**src/rtl/mem_access_unit.sv**
```systemverilog
// Request/response front end for the processor memory: one load or store per handshake,
// presented to the memory for exactly one negedge, with stores to the read-only input window blocked.
module mem_access_unit #(
  parameter logic [7:0] RO_BASE = 8'hF9
) (
  input  logic       clk,
  input  logic       rst,
  input  logic       req_valid,
  output logic       req_ready,
  input  logic       req_write,
  input  logic [7:0] req_addr,
  input  logic [7:0] req_wdata,
  output logic       resp_valid,
  input  logic       resp_ready,
  output logic [7:0] resp_rdata,
  output logic       resp_err,
  output logic       mem_readwriteN,
  output logic [7:0] mem_address,
  output logic [7:0] mem_data_in,
  input  logic [7:0] mem_data_out
);

  typedef enum logic [1:0] {IDLE, ACCESS, RESP} state_t;

  state_t     state_q, state_d;
  logic [7:0] addr_q, addr_d;
  logic [7:0] wdata_q, wdata_d;
  logic       rwn_q, rwn_d;
  logic       is_write_q, is_write_d;
  logic       err_pending_q, err_pending_d;
  logic [7:0] rdata_q, rdata_d;
  logic       err_q, err_d;
  logic       valid_q, valid_d;

  always_ff @(posedge clk) begin
    if (rst) begin
      state_q       <= IDLE;
      addr_q        <= 8'h00;
      wdata_q       <= 8'h00;
      rwn_q         <= 1'b1;
      is_write_q    <= 1'b0;
      err_pending_q <= 1'b0;
      rdata_q       <= 8'h00;
      err_q         <= 1'b0;
      valid_q       <= 1'b0;
    end else begin
      state_q       <= state_d;
      addr_q        <= addr_d;
      wdata_q       <= wdata_d;
      rwn_q         <= rwn_d;
      is_write_q    <= is_write_d;
      err_pending_q <= err_pending_d;
      rdata_q       <= rdata_d;
      err_q         <= err_d;
      valid_q       <= valid_d;
    end
  end

  always_comb begin
    state_d = state_q;
    case (state_q)
      IDLE:    if (req_valid) state_d = ACCESS;
      ACCESS:  state_d = RESP;
      RESP:    if (resp_ready) state_d = IDLE;
      default: state_d = IDLE;
    endcase
  end

  always_comb begin
    req_ready = (state_q == IDLE);
  end

  // The write strobe is only ever raised for one cycle, and never for the read-only window.
  always_comb begin
    addr_d        = addr_q;
    wdata_d       = wdata_q;
    rwn_d         = rwn_q;
    is_write_d    = is_write_q;
    err_pending_d = err_pending_q;
    rdata_d       = rdata_q;
    err_d         = err_q;
    valid_d       = valid_q;
    case (state_q)
      IDLE: begin
        if (req_valid) begin
          addr_d        = req_addr;
          wdata_d       = req_wdata;
          is_write_d    = req_write;
          rwn_d         = ~(req_write && (req_addr < RO_BASE));
          err_pending_d = req_write && (req_addr >= RO_BASE);
        end
      end
      ACCESS: begin
        rwn_d   = 1'b1;
        rdata_d = is_write_q ? 8'h00 : mem_data_out;
        err_d   = err_pending_q;
        valid_d = 1'b1;
      end
      RESP: begin
        if (resp_ready) begin
          valid_d = 1'b0;
          err_d   = 1'b0;
        end
      end
      default: ;
    endcase
  end

  assign resp_valid     = valid_q;
  assign resp_rdata     = rdata_q;
  assign resp_err       = err_q;
  assign mem_readwriteN = rwn_q;
  assign mem_address    = addr_q;
  assign mem_data_in    = wdata_q;

endmodule
```
**config.mk**
```make
export PLATFORM = sky130hd
export DESIGN_NAME = mem_access_unit
export DESIGN_NICKNAME = d
export VERILOG_FILES = /design/src/rtl/mem_access_unit.sv
export SDC_FILE = /design/constraint.sdc
export NUM_CORES = 1
export LEC_CHECK = 0
export ABC_AREA = 1
export BUFFER_PORTS_ARGS = -buffer_cell sky130_fd_sc_hd__clkbuf_2
export CAP_MARGIN = 20
export CORE_MARGIN = 2
export CORE_UTILIZATION = 44
export CTS_BUF_LIST = sky130_fd_sc_hd__clkbuf_8
export CTS_CLUSTER_SIZE = 28
export DETAILED_ROUTE_END_ITERATION = 6
export PLACE_DENSITY = 0.77
export SYNTH_ARGS = -nofsm -noshare
export SYNTH_HDL_FRONTEND = slang
export SYNTH_SLANG_ARGS = --single-unit
```
**constraint.sdc**
```tcl
create_clock -name clk -period 2.6 [get_ports clk]
set_input_delay 0.52 -clock clk [delete_from_list [all_inputs] [get_ports clk]]
set_output_delay 0.52 -clock clk [all_outputs]
set_load 0.02 [all_outputs]
```
==> reports/metrics.cfg, run 1 <==
[worst_hold_path]
worstHoldPathType = input pin to flop
worst_hold_startpoint = mem_data_out[7]

[clocking]
number_of_clock_sinks = 31
cts_tree = done
postCtsResizedCells = 0
post_cts_setup_buffer_count = 0
cts.path.max_buffers = 2
hold_buffer_count_at_cts = 0
clk_pin_slew_worst_paths_ns = 0.07
worst_skew_pair.late_latency_ns = 0.27
tritoncts.num_buffers = 5
htree_levels = 2
clockRootBuffer = clkbuf_8

[routing]
route.detailed.wl_per_inst_um = 11.3
route.final.wire_length_um = 2630
drc = 0
first_pass_iters = 5
vias_post_dr = 1125
dr.first_iter.drc_count = 26
final_antenna_net_count = 0
drt-vias-per-instance = 4.83

[logic_synthesis]
synth_edf_count = 0
leading_cell_types_by_count_after_synthesis = nor2_1, dfxtp_1, nand3_1, nand2_1, o21ai_0
synthDistinctLibCells = 17
synth.most_common_cell = nor2_1
synth_top_area_share_pct = 52.0
synth.ff_latch_count = 31
yosysSeqAreaShare_pct = 52.0
ys_warn_count = 0
synthFlopType = dfxtp_1
net_count_synth = 176
synth_top_area_cell = dfxtp_1
async_reset_ff_share_pct = 0
synth.avg_cell_area_um2 = 8.12
postSynthCellCount = 147
mappedNetlistArea_um2 = 1190
synthTopCellsByArea = dfxtp_1, nor2_1, nand3_1

[sta]
post_route_hold_slack_ns = 0.470
tightestPinTransition_ns = 0.636
max_slew_margin_pct = 57.5
rsz0062_at_grt = false
slew_viol_final = 0
achievable-frequency_ghz = 0.619
post-route-min-period_ns = 1.62
final.period_utilization_pct = 62.2
totalNegativeSetupSlack_ns = 0
hold_violation_total_from_the_final_report = 0
worst_clock_skew_ns = 0.00517
timing.final.setup_violations = 0

[critical_path]
critPathLaunch = state_q[0]
crit_path_max_incr_delay_ns = 0.48
crit_required_ns = 2.76
crit_arrival_ns = 1.78
timing.setup.critical_path_class = flop to flop
timing.critical_path.fanout_max = 11
timing.rr.start = state_q[0]
cp_slowest_cell = nor2_1
endpoint_class_of_the_critical_path = flop
critPathTopFamily = simple AND/OR/NAND/NOR gates
cpMostUsedCell = inv_1
critPathBufInv = 2
crit_chain = inv_1 -> nor2_1 -> inv_1 -> nand3_1 -> a21oi_1
crit_path_start_kind = flop

[global_routing]
grt_antenna_before_repair = 0
grt_use_total_pct = 17.3
first_global_vias = 1004
grt_first_pass_wirelength_um = 4330
grt_start_max_net_pins = 26
global_route.overflow_total = 0

[floorplanning]
num_io_pins = 57
rows = 18
fp.dieH_um = 56.1
x_dimension_of_the_die_um = 56.1
core_region_area_um2 = 2520
die-area_um2 = 3150
start_util_pct = 47.3

[layout]
filler_free_cell_count_of_the_finished_design = 233
antenna_cells = 0
final_util_pct = 60.7
syn_to_final_growth_pct = 28.3
drive_above_1_share_pct = 35.0
final_nets = 231
final_std_cell_area_no_fill_um2 = 1530

[placement]
post-place-cells = 225
gpl.final_weighted_congestion = 0.802
post_dp_cell_area_um2 = 1450
dp.final_hpwl_um = 1970
count_of_input_and_output_buffers = 56

[power]
p_per_area_nw_per_um2 = 690
power.leakage_nw = 0.777
peakVddDrop_mv = 0.481

[outcome]
run_status = complete, no violations

[run]
max_cap_violations = 0

[cell type report]
| cell class | instances | area (µm²) |
|---|---|---|
| fill | 229 | 991 |
| sequential | 31 | 621 |
| multi-input combinational | 101 | 480 |
| timing repair buffer | 56 | 280 |
| clock buffer | 5 | 68.8 |
| tap | 30 | 37.5 |
| inverter | 7 | 28.8 |
| clock inverter | 3 | 15.0 |
[stage by stage]
| step | power [W] | worst slack (ns) |
|---|---|---|
| after floorplan | 0.000661 | 1.44 |
| after global placement | 0.000713 | 1.05 |
| after detailed placement | 0.000719 | 0.972 |
| after CTS | 0.00107 | 1.01 |
| after global routing | 0.00111 | 0.795 |
| final | 0.00106 | 0.984 |
[power by group]
part           total, W  switching, W  leakage [nW]  internal (W)
combinational  0.000180      0.000118         0.475     0.0000624
sequential     0.000528     0.0000184         0.255      0.000509
clock          0.000349      0.000167        0.0477      0.000183
[worst register-to-register path: stages, from the launching register on]
cell     delay, ns
dfxtp_1       0.38
inv_1         0.09
nor2_1        0.48
inv_1         0.35
nand3_1       0.15
a21oi_1       0.07
[placed cells by master, fill, tap and decap left out]
cell and instances:
dfxtp_1 31, nor2_8 1, clkbuf_2 56, nand3b_1 1, nand2_1 18, nand2_4 1, nor2_1 36, o21ai_0 16
a21oi_1 5, inv_1 6, nor2_4 1, clkinv_2 3, a21oi_2 2, nand3_2 1, inv_4 1, nand3_1 19
clkbuf_8 5
[registers in the layout, summed over array words and instances (netlist names)]
signal and cells:
mem_data_in 8, mem_address 8, mem_readwriteN 1, resp_valid 1, is_write_q 1, err_pending_q 1, state_q 2, resp_err 1
resp_rdata 8
[final timing paths]
path                                 endpoint  slack (ns)  depth (start not counted)
worst max-delay path                 resp_err        0.98                          5
worst min-delay path            resp_rdata[7]        0.47                          3
worst max register to register       resp_err        0.98                          5
worst min register to register  resp_rdata[2]        0.47                          2
[logic make-up (layout without fill, tap and decap cells)]
family	Yosys count	count (layout)	share of synthesized area, %
compound gates	23	23	10.3
buf+inv	15	71	7.76
flops	31	31	52.0
simple gates	78	78	30.0
[routing by layer]
layer / part of all wire [%] / GRT usage [%] / vias to the layer above
li1: - / - / 587
met1: 45 / 20.9 / 500
met2: 48 / 29.1 / 34
met3: 5.3 / 4.88 / 4
met4: 1.1 / 6.46 / 0
met5: 0 / 0 / -
(Power assumes the default switching activity.)
==> run 2, diff against run 1 <==
- ABC_AREA: 1 -> 0
- clock period: 2.6 -> 1.5 ns (I/O delays scaled with it)
==> reports/metrics.cfg, run 2 <==
[placement]
dp.final_hpwl_um = 2040  ; was 1970 µm
post-place-cells = 220  ; was 225
gpl.final_weighted_congestion = 0.795  ; was 0.802
count_of_input_and_output_buffers = 56  ; unchanged

[clocking]
clk_pin_slew_worst_paths_ns = 0.06  ; was 0.07 ns
cts_tree = done  ; unchanged
htree_levels = 2  ; unchanged
post_cts_setup_buffer_count = 0  ; unchanged
cts.path.max_buffers = 2  ; unchanged
worst_skew_pair.late_latency_ns = 0.28  ; was 0.27 ns
postCtsResizedCells = 0  ; unchanged
clockRootBuffer = clkbuf_8  ; unchanged
hold_buffer_count_at_cts = 0  ; unchanged
number_of_clock_sinks = 31  ; unchanged
tritoncts.num_buffers = 5  ; unchanged

[sta]
slew_viol_final = 0  ; unchanged
totalNegativeSetupSlack_ns = 0  ; unchanged
hold_violation_total_from_the_final_report = 0  ; unchanged
tightestPinTransition_ns = 0.494  ; was 0.636 ns
rsz0062_at_grt = false  ; unchanged
worst_clock_skew_ns = 0.00369  ; was 0.00517 ns
achievable-frequency_ghz = 0.753
post-route-min-period_ns = 1.33
timing.final.setup_violations = 0  ; unchanged
final.period_utilization_pct = 88.6
max_slew_margin_pct = 66.7  ; was 57.5%

[logic_synthesis]
net_count_synth = 166  ; was 176
postSynthCellCount = 137  ; was 147
synth.avg_cell_area_um2 = 8.58  ; was 8.12 µm²
mappedNetlistArea_um2 = 1180  ; was 1190 µm²
ys_warn_count = 0  ; unchanged
synthFlopType = dfxtp_1  ; unchanged
leading_cell_types_by_count_after_synthesis = nand2_1, dfxtp_1, a21oi_1, nand3b_1, clkbuf_1  ; was nor2_1, dfxtp_1, nand3_1, nand2_1, o21ai_0
yosysSeqAreaShare_pct = 52.8  ; was 52.0%
synth.most_common_cell = nand2_1  ; was nor2_1
synthTopCellsByArea = dfxtp_1, nand2_1, a21oi_1  ; was dfxtp_1, nor2_1, nand3_1
synth_top_area_cell = dfxtp_1  ; unchanged
async_reset_ff_share_pct = 0  ; unchanged
synth.ff_latch_count = 31  ; unchanged
synth_edf_count = 0  ; unchanged
synthDistinctLibCells = 24  ; was 17
synth_top_area_share_pct = 52.8  ; was 52.0%

[routing]
route.detailed.wl_per_inst_um = 12.0  ; was 11.3 µm
highest-signal-layer = met4  ; unchanged
final_antenna_net_count = 0  ; unchanged
route.final.wire_length_um = 2750  ; was 2630 µm
dr_wl_met3_um = 150  ; was 140 µm
post_route_met1_wirelength_um = 1260  ; was 1190 µm
drt-vias-per-instance = 5.04  ; was 4.83
vias_post_dr = 1150  ; was 1125
drc = 0  ; unchanged
first_pass_iters = 4  ; was 5
dr.first_iter.drc_count = 16  ; was 26
met2_length_um = 1300  ; was 1270 µm

[floorplanning]
num_io_pins = 57  ; unchanged
fp.dieH_um = 55.7  ; was 56.1 µm
die-area_um2 = 3100  ; was 3150 µm²
start_util_pct = 47.0  ; was 47.3%
core_region_area_um2 = 2500  ; was 2520 µm²
x_dimension_of_the_die_um = 55.7  ; was 56.1 µm
rows = 18  ; unchanged

[critical_path]
endpoint_class_of_the_critical_path = primary output  ; was flop
critPathBufInv = 2  ; unchanged
crit_path_max_incr_delay_ns = 0.34  ; was 0.48 ns
crit_chain = buf_4 -> nor2_1 -> clkbuf_2  ; was inv_1 -> nor2_1 -> inv_1 -> nand3_1 -> a21oi_1
crit_path_start_kind = flop  ; unchanged
timing.rr.start = state_q[0]  ; unchanged
crit_arrival_ns = 1.03  ; was 1.78 ns
reg2reg_depth = 4  ; was 5
reg2reg_slack_ns = 0.19  ; was 0.98 ns
cp_slowest_cell = dfxtp_1  ; was nor2_1
critPathTopFamily = flip-flops  ; was simple AND/OR/NAND/NOR gates
timing.critical_path.fanout_max = 6  ; was 11
crit_required_ns = 1.20  ; was 2.76 ns
r2r-end = resp_rdata[0]  ; was resp_err
timing.setup.critical_path_class = flop to primary output  ; was flop to flop

[global_routing]
grt_start_max_net_pins = 22  ; was 26
grt_antenna_before_repair = 0  ; unchanged
first_global_vias = 1075  ; was 1004
grt_use_total_pct = 18.7  ; was 17.3%
global_route.overflow_total = 0  ; unchanged
grt_first_pass_wirelength_um = 4610  ; was 4330 µm

[layout]
final_nets = 226  ; was 231
final_common_cell = clkbuf_2  ; unchanged
layout_common_cells = clkbuf_2, nand2_1, dfxtp_1, a21oi_1, nand3b_1  ; was clkbuf_2, nor2_1, dfxtp_1, nand3_1, nand2_1
final-seq-area_um2 = 621  ; unchanged
antenna_cells = 0  ; unchanged
multiInputGateArea_um2 = 505  ; was 480 µm²
drive_above_1_share_pct = 37.4  ; was 35.0%
filler_free_cell_count_of_the_finished_design = 228  ; was 233
fillCellCount = 229  ; unchanged
final_util_pct = 63.7  ; was 60.7%
syn_to_final_growth_pct = 35.4  ; was 28.3%

[worst_hold_path]
timing.hold.worst_endpoint = mem_data_in[4]  ; was resp_rdata[7]
worst_hold_startpoint = req_wdata[4]  ; was mem_data_out[7]
worstHoldPathType = input pin to flop  ; unchanged
hold_depth = 3  ; unchanged

[power]
p_sw_share_pct = 26.4  ; was 28.6%
report.power.total_w = 0.00191  ; was 0.00106 W
power.share.clock_pct = 36.6  ; was 33.0%
p_per_area_nw_per_um2 = 1200  ; was 690 nW/µm²
seq_power_share_pct = 47.5  ; was 49.9%
peakVddDrop_mv = 0.692  ; was 0.481 mV
combinationalPowerShare_pct = 16.0  ; was 17.0%
power.internal_w = 0.00141  ; was 0.000754 W
power.leakage_nw = 0.716  ; was 0.777 nW
power.switching_w = 0.000505  ; was 0.000303 W

[run]
max_cap_violations = 0  ; unchanged

[outcome]
run_status = complete, no violations  ; unchanged

-- run 2: changes by cell type in the layout (fill, tap and decap cells not counted), sizes merged, moves of 3 or more --
| cell | previous run | this run |
|---|---|---|
| nand2 | 19 | 43 |
| o21ai | 16 | 0 |
| clkinv | 3 | 0 |
| nand3b | 1 | 9 |
| a21oi | 7 | 28 |
| inv | 7 | 2 |
| nor2b | 0 | 3 |
| nor2 | 38 | 1 |
| nand3 | 20 | 0 |
| buf | 0 | 6 |
-- run 2: cell type report --
cell class | instances | area share, %
repair buffers | 62 | 20.4
clock buffers | 7 | 6.05
clock inverters | 1 | 0.236
inverters | 1 | 0.236
multi-input cells | 96 | 31.7
flip-flops and latches | 31 | 39.0
well taps | 30 | 2.36
-- run 2: tightest hold or removal path, cell delays in order --
cell	delay, ns
clkbuf_2	0.08
nand2_1	0.04
a21oi_1	0.05
-- run 2: power groups by stage --
stage | combinational [W] | clock [W] | sequential, W
after global routing | 0.000335 | 0.000751 | 0.000913
after global placement | 0.000298 | 0 | 0.000923
after floorplan | 0.000135 | 0 | 0.000978
after CTS | 0.000307 | 0.000718 | 0.000908
after detailed placement | 0.000306 | 0 | 0.000925
final | 0.000305 | 0.000699 | 0.000908
-- run 2: through the flow --
step	setup slack (ns)	area, µm²	hold WS, ns
after floorplan	0.266	1180	0.372
after global placement	0.236	1490	0.437
after detailed placement	0.196	1490	0.448
after CTS	0.163	1590	0.232
after global routing	0.0326	1590	0.250
final	0.171	1590	0.240
-- run 2: cells by family after synthesis --
group                  share of synthesized area (%)
buffers and inverters                           4.68
and+or+nand+nor                                 27.3
AOI/OAI and AO/OA                               15.2
DFF                                             52.8
-- run 2: layer usage --
layer	up-vias	GRT usage (%)
li1	584	-
met1	524	23.4
met2	37	29.3
met3	5	5.35
met4	0	9.41
met5	-	0
-- run 2: worst max path at each step --
stage | startpoint | endpoint | depth (start not counted)
floorplan | state_q[0] | mem_address[0] | 5
global placement | req_valid | mem_address[0] | 5
detailed placement | state_q[0] | mem_address[2] | 4
CTS | state_q[1] | req_ready | 3
global route | state_q[0] | resp_rdata[3] | 4
finish | state_q[1] | req_ready | 3
